===== config.mk =====
export PLATFORM = sky130hd
export DESIGN_NAME = sequencer
export DESIGN_NICKNAME = d
export VERILOG_FILES = /design/src/rtl/sequencer.sv
export SDC_FILE = /design/constraint.sdc
export NUM_CORES = 1
export LEC_CHECK = 0
export BUFFER_PORTS_ARGS = -buffer_cell sky130_fd_sc_hd__buf_2
export CAP_MARGIN = 0
export CORE_ASPECT_RATIO = 1.1
export CORE_MARGIN = 8
export CORE_UTILIZATION = 42
export CTS_CLUSTER_DIAMETER = 80
export CTS_CLUSTER_SIZE = 16
export DETAILED_ROUTE_END_ITERATION = 10
export PLACE_DENSITY = 0.75
export SETUP_SLACK_MARGIN = 0.5
export SYNTH_ARGS = -nofsm -noshare
export SYNTH_HDL_FRONTEND = slang
export SYNTH_SLANG_ARGS = --single-unit

===== constraint.sdc =====
create_clock -name i_clk -period 2.2 [get_ports i_clk]
set_input_delay 0.22 -clock i_clk [delete_from_list [all_inputs] [get_ports i_clk]]
set_output_delay 0.22 -clock i_clk [all_outputs]
set_load 0.01 [all_outputs]

===== src/rtl/sequencer.sv =====
// Multi-cycle instruction sequencer: fetch/decode/execute control for a small
// register machine. Strobes are decoded from the state and the latched IR only.
module sequencer #(
    parameter int INST_ADDR_WIDTH = 8
) (
    input  logic                       i_clk,
    input  logic                       i_rst_n,
    input  logic                       i_run,
    input  logic [15:0]                i_instruction,
    input  logic                       i_zero,
    input  logic                       i_neg,
    output logic [15:0]                o_ir,
    output logic                       o_inc_pc,
    output logic                       o_load_pc,
    output logic                       o_load_ram,
    output logic [INST_ADDR_WIDTH-1:0] o_jump_addr,
    output logic [3:0]                 o_reg_we,
    output logic [1:0]                 o_dest_sel,
    output logic [1:0]                 o_src_sel,
    output logic [1:0]                 o_wb_sel,
    output logic [2:0]                 o_state,
    output logic                       o_halted,
    output logic                       o_illegal,
    output logic [15:0]                o_inst_count
);

    localparam logic [2:0] ST_FETCH    = 3'd0;
    localparam logic [2:0] ST_DECODE   = 3'd1;
    localparam logic [2:0] ST_EXECUTE  = 3'd2;
    localparam logic [2:0] ST_MEM_WAIT = 3'd3;
    localparam logic [2:0] ST_HALT     = 3'd4;

    localparam logic [3:0] OP_ADD   = 4'd0;
    localparam logic [3:0] OP_SUB   = 4'd1;
    localparam logic [3:0] OP_AND   = 4'd2;
    localparam logic [3:0] OP_OR    = 4'd3;
    localparam logic [3:0] OP_SHIFT = 4'd4;
    localparam logic [3:0] OP_LOAD  = 4'd5;
    localparam logic [3:0] OP_STORE = 4'd6;
    localparam logic [3:0] OP_MOVE  = 4'd7;
    localparam logic [3:0] OP_JUMP  = 4'd8;
    localparam logic [3:0] OP_LOADC = 4'd9;

    localparam logic [1:0] WB_ALU   = 2'b00;
    localparam logic [1:0] WB_RAM   = 2'b01;
    localparam logic [1:0] WB_REG   = 2'b10;
    localparam logic [1:0] WB_CONST = 2'b11;

    logic [2:0]  state_r;
    logic [2:0]  state_next_s;
    logic [15:0] ir_r;
    logic        illegal_r;
    logic [15:0] count_r;
    logic [3:0]  opcode_s;
    logic        inc_pc_s;
    logic        load_pc_s;
    logic        load_ram_s;
    logic [3:0]  reg_we_s;
    logic [1:0]  wb_sel_s;

    function automatic logic [3:0] onehot4(input logic [1:0] idx);
        logic [3:0] vec;
        vec = 4'b0000;
        vec[idx] = 1'b1;
        return vec;
    endfunction

    function automatic logic jump_taken(input logic [1:0] cond, input logic zero, input logic neg);
        logic taken;
        case (cond)
            2'b00:   taken = 1'b1;
            2'b01:   taken = zero;
            2'b10:   taken = neg;
            2'b11:   taken = 1'b0;
            default: taken = 1'b0;
        endcase
        return taken;
    endfunction

    assign opcode_s = ir_r[15:12];

    // State register
    always_ff @(posedge i_clk or negedge i_rst_n) begin
        if (!i_rst_n) begin
            state_r <= ST_FETCH;
        end else begin
            state_r <= state_next_s;
        end
    end

    // Next-state decode; unused encodings fall into HALT
    always_comb begin
        state_next_s = ST_HALT;
        case (state_r)
            ST_FETCH: begin
                if (i_run) begin
                    state_next_s = ST_DECODE;
                end else begin
                    state_next_s = ST_FETCH;
                end
            end
            ST_DECODE:   state_next_s = ST_EXECUTE;
            ST_EXECUTE: begin
                if (opcode_s == OP_LOAD) begin
                    state_next_s = ST_MEM_WAIT;
                end else if (opcode_s >= 4'd10) begin
                    state_next_s = ST_HALT;
                end else begin
                    state_next_s = ST_FETCH;
                end
            end
            ST_MEM_WAIT: state_next_s = ST_FETCH;
            ST_HALT:     state_next_s = ST_HALT;
            default:     state_next_s = ST_HALT;
        endcase
    end

    // Strobe decode from state and latched IR only
    always_comb begin
        inc_pc_s   = 1'b0;
        load_pc_s  = 1'b0;
        load_ram_s = 1'b0;
        reg_we_s   = 4'b0000;
        wb_sel_s   = WB_ALU;
        case (state_r)
            ST_EXECUTE: begin
                case (opcode_s)
                    OP_ADD, OP_SUB, OP_AND, OP_OR, OP_SHIFT: begin
                        reg_we_s = onehot4(ir_r[11:10]);
                        wb_sel_s = WB_ALU;
                        inc_pc_s = 1'b1;
                    end
                    OP_MOVE: begin
                        reg_we_s = onehot4(ir_r[11:10]);
                        wb_sel_s = WB_REG;
                        inc_pc_s = 1'b1;
                    end
                    OP_LOADC: begin
                        reg_we_s = onehot4(ir_r[11:10]);
                        wb_sel_s = WB_CONST;
                        inc_pc_s = 1'b1;
                    end
                    OP_STORE: begin
                        load_ram_s = 1'b1;
                        inc_pc_s   = 1'b1;
                    end
                    OP_JUMP: begin
                        if (jump_taken(ir_r[9:8], i_zero, i_neg)) begin
                            load_pc_s = 1'b1;
                        end else begin
                            inc_pc_s = 1'b1;
                        end
                    end
                    default: begin
                        inc_pc_s = 1'b0;
                    end
                endcase
            end
            ST_MEM_WAIT: begin
                reg_we_s = onehot4(ir_r[11:10]);
                wb_sel_s = WB_RAM;
                inc_pc_s = 1'b1;
            end
            default: begin
                inc_pc_s = 1'b0;
            end
        endcase
    end

    // Instruction register: captures the ROM word while in DECODE
    always_ff @(posedge i_clk or negedge i_rst_n) begin
        if (!i_rst_n) begin
            ir_r <= 16'h0000;
        end else if (state_r == ST_DECODE) begin
            ir_r <= i_instruction;
        end
    end

    // Sticky illegal-opcode flag
    always_ff @(posedge i_clk or negedge i_rst_n) begin
        if (!i_rst_n) begin
            illegal_r <= 1'b0;
        end else if ((state_r == ST_EXECUTE) && (opcode_s >= 4'd10)) begin
            illegal_r <= 1'b1;
        end
    end

    // Retired-instruction counter, wraps naturally at 16 bits
    always_ff @(posedge i_clk or negedge i_rst_n) begin
        if (!i_rst_n) begin
            count_r <= 16'h0000;
        end else begin
            count_r <= count_r + {15'd0, (inc_pc_s | load_pc_s)};
        end
    end

    assign o_ir         = ir_r;
    assign o_inc_pc     = inc_pc_s;
    assign o_load_pc    = load_pc_s;
    assign o_load_ram   = load_ram_s;
    assign o_reg_we     = reg_we_s;
    assign o_wb_sel     = wb_sel_s;
    assign o_jump_addr  = INST_ADDR_WIDTH'(ir_r[7:0]);
    assign o_dest_sel   = ir_r[11:10];
    assign o_src_sel    = ir_r[9:8];
    assign o_state      = state_r;
    assign o_halted     = (state_r == ST_HALT);
    assign o_illegal    = illegal_r;
    assign o_inst_count = count_r;

endmodule


==> results_dict.tcl <==
set metrics [dict create \
    final_cell_mix "78 x buf_2, 29 x dfrtp_1, 24 x buf_4, 9 x xnor2_1, 9 x mux2_4" \
    netlist.area_leader.share_pct 50.96 \
    cell_internal_pwr_uw 2112 \
    combPwrFrac_pct 51.2 \
    final_nets 271 \
    drive_above_1_share_pct 67.87 \
    clock_latency_ns 0.28 \
    slew_headroom_pct 48.05 \
    grt_pass1_wl_mm 7.231 \
    period_minus_slack_ns 1.919 \
    hold_viol 0 \
    num_vias 1499 \
    drtIter0Drc 44 \
    r2r_setup_slack_ns 0.28 \
    cp_max_fo 4 \
    cp-end-kind "register" \
    antenna_left 0 \
    clk_path_buf_depth 2 \
    criticalPathCategory "reg2reg" \
    h-tree-depth 2 \
    power.density_nw_per_um2 1269 \
    place_hpwl_mm 3.206 \
    min_period_over_period_pct 87.24 \
    p_leak_uw 0.001367 \
    clock_skew_ns 0.002514 \
    synth_cell_types 32 \
    slew_violations 0 \
    r2r-end "o_inst_count[11]" \
    worst_pin_slew_ns 0.7792 \
    ys_seq_elements 36 \
    ys_seq_area_share_pct 50.96 \
    syn_area_sq_um 1768 \
    die_y_um 84.05 \
    worstSetupStartpointType "register" \
    syn_to_final_growth_pct 48.27 \
    grt.total_usage_pct 13.29 \
    globalplace.congestion 0.8153 \
    grt_max_degree 37 \
    max_freq_mhz 521.0 \
    vias_per_cell 4.980 \
    outcome "completed" \
    power_frac_seq_pct 34.7 \
    required_ns 2.40 \
    synthTopCellsByArea "dfrtp_1 51%, mux2_4 7.6%, buf_4 5.5%" \
    remaining_drc_errors 0 \
    dieArea_sq_um 6544 \
    multi_input_area_sq_um 890.9 \
    root_buffer "clkbuf_8" \
    hold_buffers 0 \
    ys_warn_count 0 \
    holdWs_ns 0.01700 \
    path_clk_slew_ns 0.07 \
    final-seq-area_sq_um 909.6 \
    fin_setup_tns_ns 0 \
    drtPass1Iterations 4 \
    switching_share_pct 36.51 \
    drt-total-wl_mm 4.625 \
    grt_pass1_vias 1576 \
    ios 79 \
    yosysTopAreaCell "dfrtp_1" \
    syn_inst 146 \
    hold_class "in2async" \
    syn_nets 169 \
    r2r_start "o_ir[14]" \
    max_cap_viol_count 0 \
    start_util_pct 44.27 \
    cts_tree "yes" \
    grt.overflow.total 0 \
    postSynthAreaPerCell_sq_um 12.11 \
    clockPowerShare_pct 14.1 \
    numCtsBuffers 5 \
    rsz0062_at_grt "yes" \
    core_sq_um 3994 \
    setup_violations 0 \
    io_buffers 78 \
    grt_antenna_before_repair 0 \
    switchingPower_uw 1214 \
    num_antenna_cells 0 \
    reg2regPathDepth 9 \
    fillCellCount 317 \
    wl_per_cell_um 15.37 \
    ir_worst_vdd_v 0.0007858 \
    clock-sinks 36 \
    mostFrequentLayoutCell "buf_2" \
    die_x_um 77.86 \
    core.rowCount 24 \
    cp.arrival_ns 2.12 \
]
## through the flow
stage | power [uW] | cells | instance area [sq um] | setup WS [ns] | utilization (%)
2_1_floorplan | 1993 | 146 | 1817 | 0.2196 | -
3_3_place_gp | 2331 | 264 | 2166 | 0.2795 | 54.23
3_5_place_dp | 2367 | 264 | 2166 | 0.1957 | 54.23
4_1_cts | 3045 | 286 | 2424 | 0.3088 | 60.68
5_1_grt | 3534 | 301 | 2621 | 0.1731 | 65.63
6_report | 3326 | 301 | 2621 | 0.2807 | 65.63
## sequential cells by signal, indices dropped and copies added (netlist names)
| signal | flops |
|---|---|
| o_inst_count | 16 |
| o_state | 3 |
| o_illegal | 1 |
| o_ir | 16 |
## cells by family after synthesis
kind of cell | share of synthesized area [%]
adder cells (fa/ha/maj) | 1.415
flip-flops | 50.96
XOR/XNOR | 7.361
multiplexers | 12.67
buffers and inverters | 7.077
AND/OR/NAND/NOR | 16.63
AO/OA/AOI/OAI | 3.893
## power by group through the flow
stage | clock network (uW) | logic [uW] | registers, uW
6_report | 469 | 1700 | 1150
5_1_grt | 514 | 1830 | 1190
4_1_cts | 484 | 1410 | 1150
3_5_place_dp | 0 | 1200 | 1170
3_3_place_gp | 0 | 1180 | 1150
2_1_floorplan | 0 | 750 | 1240
## cell usage after synthesis
| cell type | count |
|---|---|
| a21oi_1 | 1 |
| a22o_1 | 1 |
| a31oi_1 | 1 |
| a41oi_1 | 1 |
| and2_1 | 1 |
| and3_1 | 9 |
| and3_4 | 1 |
| buf_12 | 1 |
| buf_4 | 13 |
| dfrtp_1 | 36 |
| ha_1 | 2 |
| inv_1 | 2 |
| mux2_2 | 7 |
| mux2_4 | 9 |
| mux2i_1 | 1 |
| nand2_1 | 7 |
| nand2b_1 | 4 |
| nand3_1 | 9 |
| nand3b_1 | 1 |
| nor2_1 | 4 |
| nor2b_1 | 4 |
| nor3_1 | 3 |
| nor3b_1 | 4 |
| nor3b_4 | 1 |
| o21ai_0 | 4 |
| o21ai_1 | 1 |
| o21bai_1 | 1 |
| o31ai_1 | 1 |
| or2_2 | 2 |
| xnor2_1 | 9 |
| xor2_1 | 4 |
| xor2_2 | 1 |
## final cells by class
type,instances,area share [%]
clock buffer,8,3.437
inverter,2,0.2864
multi-input combinational,94,33.99
sequential,36,34.70
tap,52,2.482
timing repair buffer,109,25.11
## per-layer routing
layer	vias to the layer above	track usage (%)	share of wire [%]
li1	693	-	-
met1	739	15.38	42
met2	61	20.84	48
met3	6	6.789	9.2
met4	0	3.780	0.82
met5	-	0	0
## critical path, cell delays in order (launching register included)
cell      delay, ns
dfrtp_2        0.44
nand2b_4       0.17
nor3_4         0.17
o21ai_1        0.08
nand2_1        0.12
ha_4           0.17
and3_4         0.18
and3_4         0.19
and3_4         0.18
xor2_1         0.14
## how the worst max path moves through the flow
stage	slack, ns	cells past startpoint	to	from
floorplan	0.22	10	o_inst_count[8]	o_ir[13]
global placement	0.28	9	o_inst_count[11]	o_ir[14]
detailed placement	0.20	9	o_inst_count[11]	o_ir[14]
CTS	0.31	9	o_inst_count[11]	o_ir[14]
global route	0.17	9	o_inst_count[11]	o_ir[14]
finish	0.28	9	o_inst_count[11]	o_ir[14]
## repair_timing
action	CTS	global route
gates resized for setup	16	21
pin swaps	7	14
setup buffers	14	15
setup endpoints to repair	16	31
Note: power is estimated with default switching activity, not from simulation.
